### src/rtl/pipelined_adder.sv
// Chunked add/subtract pipeline: each stage adds one CW-bit slice, least significant first,
// with a ready/valid handshake on both sides and a global stall when the output is blocked.
module pipelined_adder #(
    parameter int unsigned SIZE   = 32,
    parameter int unsigned STAGES = 4
) (
    input  logic            clk,
    input  logic            rst_n,
    input  logic [SIZE-1:0] a,
    input  logic [SIZE-1:0] b,
    input  logic            sub,
    input  logic            in_valid,
    output logic            in_ready,
    output logic [SIZE-1:0] out,
    output logic            carry,
    output logic            overflow,
    output logic            out_valid,
    input  logic            out_ready
);

    localparam int unsigned CW   = SIZE / STAGES;
    localparam int unsigned LAST = STAGES - 1;

    if ((SIZE < 2) || (STAGES < 1) || (STAGES > SIZE) || ((SIZE % STAGES) != 0)) begin : g_param_err
        $error("pipelined_adder: illegal SIZE/STAGES combination");
    end

    logic [STAGES-1:0] vld_q, vld_d, vld_src;
    logic [SIZE-1:0]   a_q   [STAGES];
    logic [SIZE-1:0]   a_d   [STAGES];
    logic [SIZE-1:0]   a_src [STAGES];
    logic [SIZE-1:0]   b_q   [STAGES];
    logic [SIZE-1:0]   b_d   [STAGES];
    logic [SIZE-1:0]   b_src [STAGES];
    logic [SIZE-1:0]   r_q   [STAGES];
    logic [SIZE-1:0]   r_d   [STAGES];
    logic [SIZE-1:0]   r_src [STAGES];
    logic              c_q   [STAGES];
    logic              c_d   [STAGES];
    logic              cin   [STAGES];
    logic [CW:0]       sum   [STAGES];
    logic              ovf_q, ovf_d;
    logic              adv;

    // Stage inputs: stage 0 takes the ports, stage k takes the skew registers of stage k-1.
    always_comb begin
        adv        = out_ready | ~vld_q[LAST];
        vld_src    = '0;
        vld_src[0] = in_valid;
        a_src[0]   = a;
        b_src[0]   = sub ? ~b : b;
        r_src[0]   = '0;
        cin[0]     = sub;
        for (int k = 1; k < STAGES; k++) begin
            vld_src[k] = vld_q[k-1];
            a_src[k]   = a_q[k-1];
            b_src[k]   = b_q[k-1];
            r_src[k]   = r_q[k-1];
            cin[k]     = c_q[k-1];
        end
    end

    // Per-stage chunk add and next-state; data only loads with a valid transaction.
    always_comb begin
        vld_d = vld_q;
        ovf_d = ovf_q;
        for (int k = 0; k < STAGES; k++) begin
            sum[k] = {1'b0, a_src[k][k*CW +: CW]} + {1'b0, b_src[k][k*CW +: CW]}
                   + (CW+1)'(cin[k]);
            a_d[k] = a_q[k];
            b_d[k] = b_q[k];
            r_d[k] = r_q[k];
            c_d[k] = c_q[k];
            if (adv) begin
                vld_d[k] = vld_src[k];
            end
            if (adv && vld_src[k]) begin
                a_d[k]                = a_src[k];
                b_d[k]                = b_src[k];
                r_d[k]                = r_src[k];
                r_d[k][k*CW +: CW]    = sum[k][CW-1:0];
                c_d[k]                = sum[k][CW];
            end
        end
        if (adv && vld_src[LAST]) begin
            ovf_d = (a_src[LAST][SIZE-1] == b_src[LAST][SIZE-1]) &&
                    (sum[LAST][CW-1] != a_src[LAST][SIZE-1]);
        end
    end

    always_ff @(posedge clk) begin
        if (!rst_n) begin
            vld_q <= '0;
            ovf_q <= 1'b0;
            for (int k = 0; k < STAGES; k++) begin
                a_q[k] <= '0;
                b_q[k] <= '0;
                r_q[k] <= '0;
                c_q[k] <= 1'b0;
            end
        end else begin
            vld_q <= vld_d;
            ovf_q <= ovf_d;
            for (int k = 0; k < STAGES; k++) begin
                a_q[k] <= a_d[k];
                b_q[k] <= b_d[k];
                r_q[k] <= r_d[k];
                c_q[k] <= c_d[k];
            end
        end
    end

    assign in_ready  = adv;
    assign out       = r_q[LAST];
    assign carry     = c_q[LAST];
    assign overflow  = ovf_q;
    assign out_valid = vld_q[LAST];

endmodule

### config.mk
export PLATFORM = sky130hd
export DESIGN_NAME = pipelined_adder
export DESIGN_NICKNAME = d
export VERILOG_FILES = /design/src/rtl/pipelined_adder.sv
export SDC_FILE = /design/constraint.sdc
export NUM_CORES = 1
export LEC_CHECK = 0
export CORE_MARGIN = 4
export CORE_UTILIZATION = 35
export DETAILED_ROUTE_END_ITERATION = 10
export PLACE_DENSITY_LB_ADDON = 0.08
export SYNTH_ARGS = -nofsm -noshare
export SYNTH_HDL_FRONTEND = slang
export SYNTH_SLANG_ARGS = --single-unit
### constraint.sdc
create_clock -name clk -period 8.25 [get_ports clk]
set_clock_uncertainty 0.2 [all_clocks]
set_input_delay 1.65 -clock clk [delete_from_list [all_inputs] [get_ports clk]]
set_output_delay 1.65 -clock clk [all_outputs]
set_load 0.1 [all_outputs]
Yosys cells after proc, flatten, opt, wreduce, memory -nomap -nowiden
Memory sizes are Yosys's and may differ from the RTL's.
Index checks and enable logic that the tools add are counted.
{ "totals": {"register_bits": 5, "out_inout_bits": 36, "memories": 4, "inputBits": 69, "elab_cells": 77, "ramBits": 388} }
{ "mem_list": {"columns": ["memory", "words", "word_bits", "read_ports", "rd_clocked_by_memory_dff", "write_ports", "line", "text"], "rows": [
  ["a_q", 4, 32, 3, 0, 4, "29", "logic [SIZE-1:0] a_q [STAGES];"],
  ["b_q", 4, 32, 3, 0, 4, "32", "logic [SIZE-1:0] b_q [STAGES];"],
  ["r_q", 4, 32, 4, 0, 4, "35", "logic [SIZE-1:0] r_q [STAGES];"],
  ["c_q", 4, 1, 4, 0, 4, "38", "logic c_q [STAGES];"]
]} }
{ "classes": {"n_reduce_logical": 6, "n_eq_ne": 3, "n_addsub": 8, "n_mux": 35, "bitwise": 19} }
{ "op_table": {"columns": ["op", "count"], "rows": [
  ["$mux 32", 25],
  ["$add 8x8->9", 4],
  ["$add 9x1->9", 4],
  ["$not 32->32", 1],
  ["$or 1x1->1", 17],
  ["$mux 1", 10],
  ["$logic_and 1x1->1", 5],
  ["$reduce_and 2->1", 1],
  ["$eq 1x1->1", 1],
  ["$ne 1x1->1", 1],
  ["$ne 1x1->1 const B", 1],
  ["$not 1->1", 1]
]} }

Logic depth before layout (Yosys ltp)
{ "logic_depth": {"word_depth": 6, "ltp_mapped": 10, "ltp_nobuf": 9} }

Least setup slack after synthesis
No wires, ideal clock.
{ "synth_timing": {"kind": "input to output", "startpoint": "input port out_ready", "endpoint": "output port in_ready", "required_time_ns": 6.400, "path_slack_ns": 4.382, "arrival_ns": 2.018, "path_buffers": 1, "stages": 3, "path_cell_list": "nor2b_4 -> inv_2 -> buf_6"} }
{ "synth_between": {"elab_chain_cells": 1} }
{ "synth_rtl": {"columns": ["element", "line", "text"], "rows": [
  ["start, declared", "18", "input logic out_ready"],
  ["$or 1x1->1", "47", "adv = out_ready | ~vld_q[LAST];"],
  ["end, declared", "13", "output logic in_ready,"]
]} }
No other way between the ends.

Worst setup path after layout
Same ends and word-level chain as after synthesis.

==> flow_metrics.env <==
export IMPL_synthesized_cell_area_mm2=0.00780
export IMPL_wl_per_cell_um=14.4
export IMPL_detailed_placement_wirelength_estimate_mm=12.5
export IMPL_status="finished, final reports clean"
export IMPL_rrSetupSlack_ps=5610
export IMPL_post_cts_setup_buffers=0
export IMPL_worst_path_max_fanout=12
export IMPL_synthesis_nets=987
export IMPL_area_growth_synth_to_final_pct=23.2
export IMPL_timing_critical_path_to_type="primary output"
export IMPL_drv_max_cap_violation_count=0
export IMPL_synth_top_family_by_area="compound AO/OA/AOI/OAI gates"
export IMPL_r2r_worst_path_cells=9
export IMPL_count_of_input_and_output_buffers=104
export IMPL_synth_mux_area_share_pct=0.514
export IMPL_maxClockFrequency_mhz=184
export IMPL_cts_htree_levels=4
export IMPL_leading_cell_types_by_total_area_after_synthesis="dfxtp_1 (47%), nand2_1 (9.1%), a21oi_1 (6.7%), a22o_1 (4.5%), ha_1 (4.5%)"
export IMPL_dr_pass1_iters=5
export IMPL_number_of_antenna_violations_at_the_first_check_in_global_routing=1
export IMPL_starting_density_pct=35.6
export IMPL_area_fraction_of_the_dominant_cell_type_after_synthesis_pct=46.7
export IMPL_globalRouteTotalUtil_pct=15.0
export IMPL_ys_seq_area_share_pct=47.9
export IMPL_tritoncts_num_sinks=185
export IMPL_hold_path_class="flip-flop to flip-flop"
export IMPL_stdcell_area_mm2=0.00961
export IMPL_cp_data_arrival_time_ps=3580
export IMPL_synth_ff_latch_count=185
export IMPL_ioPinCount=105
export IMPL_register_area_mm2=0.00373
export IMPL_clk_pin_slew_worst_paths_ps=70
export IMPL_slew_headroom_pct=33.2
export IMPL_final_max_slew_violation_count=0
export IMPL_cts_made_buffers=17
export IMPL_worstSetupStartpointType="input port"
export IMPL_rr_startpoint="c_q[0]"
export IMPL_hold_worst_path_end="r_q[3][19]"
export IMPL_min_period_over_period_pct=65.8
export IMPL_clock_latency_ps=430
export IMPL_rows=54
export IMPL_synth_xor_area_share_pct=4.49
export IMPL_fp_coreArea_mm2=0.0219
export IMPL_die_height_um=157
export IMPL_vias_per_cell=4.76
export IMPL_worst_ep_required_time_ps=6400
export IMPL_hp_start="r_q[2][19]"
export IMPL_tritoncts="built"
export IMPL_whs_path_depth=2
export IMPL_final_layout_size_suffix_gt1_share_pct=5.48
export IMPL_yosysWarnings=0
export IMPL_share_of_flip_flops_with_an_asynchronous_set_or_reset_pct=0
export IMPL_grt_setup_unrepaired="false"
export IMPL_yosys_area_share_adder_pct=6.29
export IMPL_final_critical_period_ps=5430
export IMPL_n_antenna_cell=0
export IMPL_ir_drop_mv=0.102
export IMPL_total_leakage_power_uw=0.00355
export IMPL_die_width_um=157
export IMPL_ctsLongestPathBuffers=2
export IMPL_timing_final_setup_violations=0
export IMPL_synthesis_instances=883
export IMPL_grt_first_pass_wirelength_mm=30.0
export IMPL_first_global_vias=5532
export IMPL_cts_hold_buffers_added=0
export IMPL_post_synth_top_count_cell="nand2_1"
export IMPL_worstSetupPathType="input port to primary output"
export IMPL_timing_setup_tns_ps=0
export IMPL_ys_dominant_reg_cell="dfxtp_1"
export IMPL_pwr_density_cell_mw_per_mm2=206
export IMPL_synth_compound_gate_area_share_pct=20.6
export IMPL_multiInputGateArea_mm2=0.00371
export IMPL_cts_root_buf="clkbuf_16"
export IMPL_final_antenna_net_count=0
export IMPL_fin_nets=1059
export IMPL_via_count=5940
export IMPL_slew_worst_pin_ps=999
export IMPL_globalRouteOverflowTotal=0
export IMPL_post_synthesis_simple_gate_area_fraction_pct=15.6
export IMPL_fillerInstances=2217
export IMPL_syn_area_per_cell_um2=8.83
export IMPL_gp_congestion=0.741
export IMPL_drt_first_iter_violations=228
export IMPL_ys_top_cells_by_count="nand2_1 (189), dfxtp_1 (182), a21oi_1 (104)"
export IMPL_synth_edff_count=3
export IMPL_netlist_cell_type_count=57
export IMPL_remaining_drc_errors=0
export IMPL_wl_mm=18.0
export IMPL_dieArea_mm2=0.0247
export IMPL_place_area_mm2=0.00900
export IMPL_cts_resized=0
export IMPL_pin_count_of_the_biggest_net_entering_global_routing=85
export IMPL_final_hold_viol_count=0
export IMPL_worst_reg2reg_endpoint="c_q[1]"
export IMPL_synth_top_cell_by_area="dfxtp_1"
==> cells in the final DEF (no fill, tap or decap), types with 3 or more instances in the layout <==
master             n
fa_1               7
clkinv_4           3
nor2_1            43
or3_1              6
ha_1              28
nor2b_1            5
o31ai_1            4
a21o_1             3
a22o_1            40
clkdlybuf4s50_1  103
clkbuf_8           3
a21oi_1          103
a211oi_1          35
buf_4              9
inv_1             25
edfxtp_1           3
dfxtp_1          182
nand3_1           19
o21bai_1           3
o2111ai_1          3
o21a_1             6
xnor2_1           28
mux2i_1            4
clkbuf_16         17
xor2_1            12
o211ai_1           5
o22ai_1            3
o21ai_0           20
nand2_1          189
nor3b_1            4
nor3_1             5
==> per-layer routing <==
metal / vias up / part of all wire, % / GRT usage, %
li1: 3201 / - / -
met1: 2610 / 59 / 24.6
met2: 114 / 36 / 18.9
met3: 13 / 4.6 / 3.44
met4: 2 / 1.1 / 4.30
met5: - / 0.039 / 0
==> through the flow <==
step | hold WS, ps | power, uW | util (%) | cells | worst slack, ps
floorplan | 225 | 1100 | - | 883 | 4380
global route | 269 | 2070 | 43.9 | 1248 | 2760
finish | 254 | 1980 | 43.9 | 1248 | 2820
CTS | 255 | 2010 | 43.9 | 1248 | 2810
detailed placement | 246 | 1180 | 41.1 | 1216 | 2810
global placement | 235 | 1170 | 41.1 | 1216 | 2820
==> critical path, stage by stage <==
cell and delay (ps):
clkdlybuf4s50_1 500, nor2b_4 70, inv_2 180, clkdlybuf4s50_1 1180
==> area by class of cell <==
class	count	share of cell area [%]
timing repair buffer	113	11.5
sequential	185	38.9
clock buffer	20	4.86
clock inverter	12	1.46
tap	280	3.65
inverter	27	1.08
multi-input combinational	611	38.6
==> power by group <==
group	switching (uW)	internal (uW)
combinational	110	89.5
clock	353	475
sequential	22.1	930
total	485	1490
==> sequential cells by signal, summed over array words and instances (netlist names) <==
register	flops
a_q	48
b_q	48
c_q	4
overflow	1
r_q	80
vld_q	4
==> worst max path at each step <==
stage,cells past startpoint,startpoint,end,slack (ps)
after floorplan,3,out_ready,in_ready,4380
after global placement,4,out_ready,in_ready,2820
after detailed placement,4,out_ready,in_ready,2810
after CTS,4,out_ready,in_ready,2810
after global routing,4,out_ready,in_ready,2760
final,4,out_ready,in_ready,2820
==> logic make-up after synthesis <==
family                   count (synthesis)
buffers and inverters                   87
multiplexers                             4
AO/OA/AOI/OAI                          245
flip-flops                             185
adder cells (fa/ha/maj)                 35
AND/OR/NAND/NOR                        287
XOR/XNOR                                40
Power figures use the tool's default switching activity.
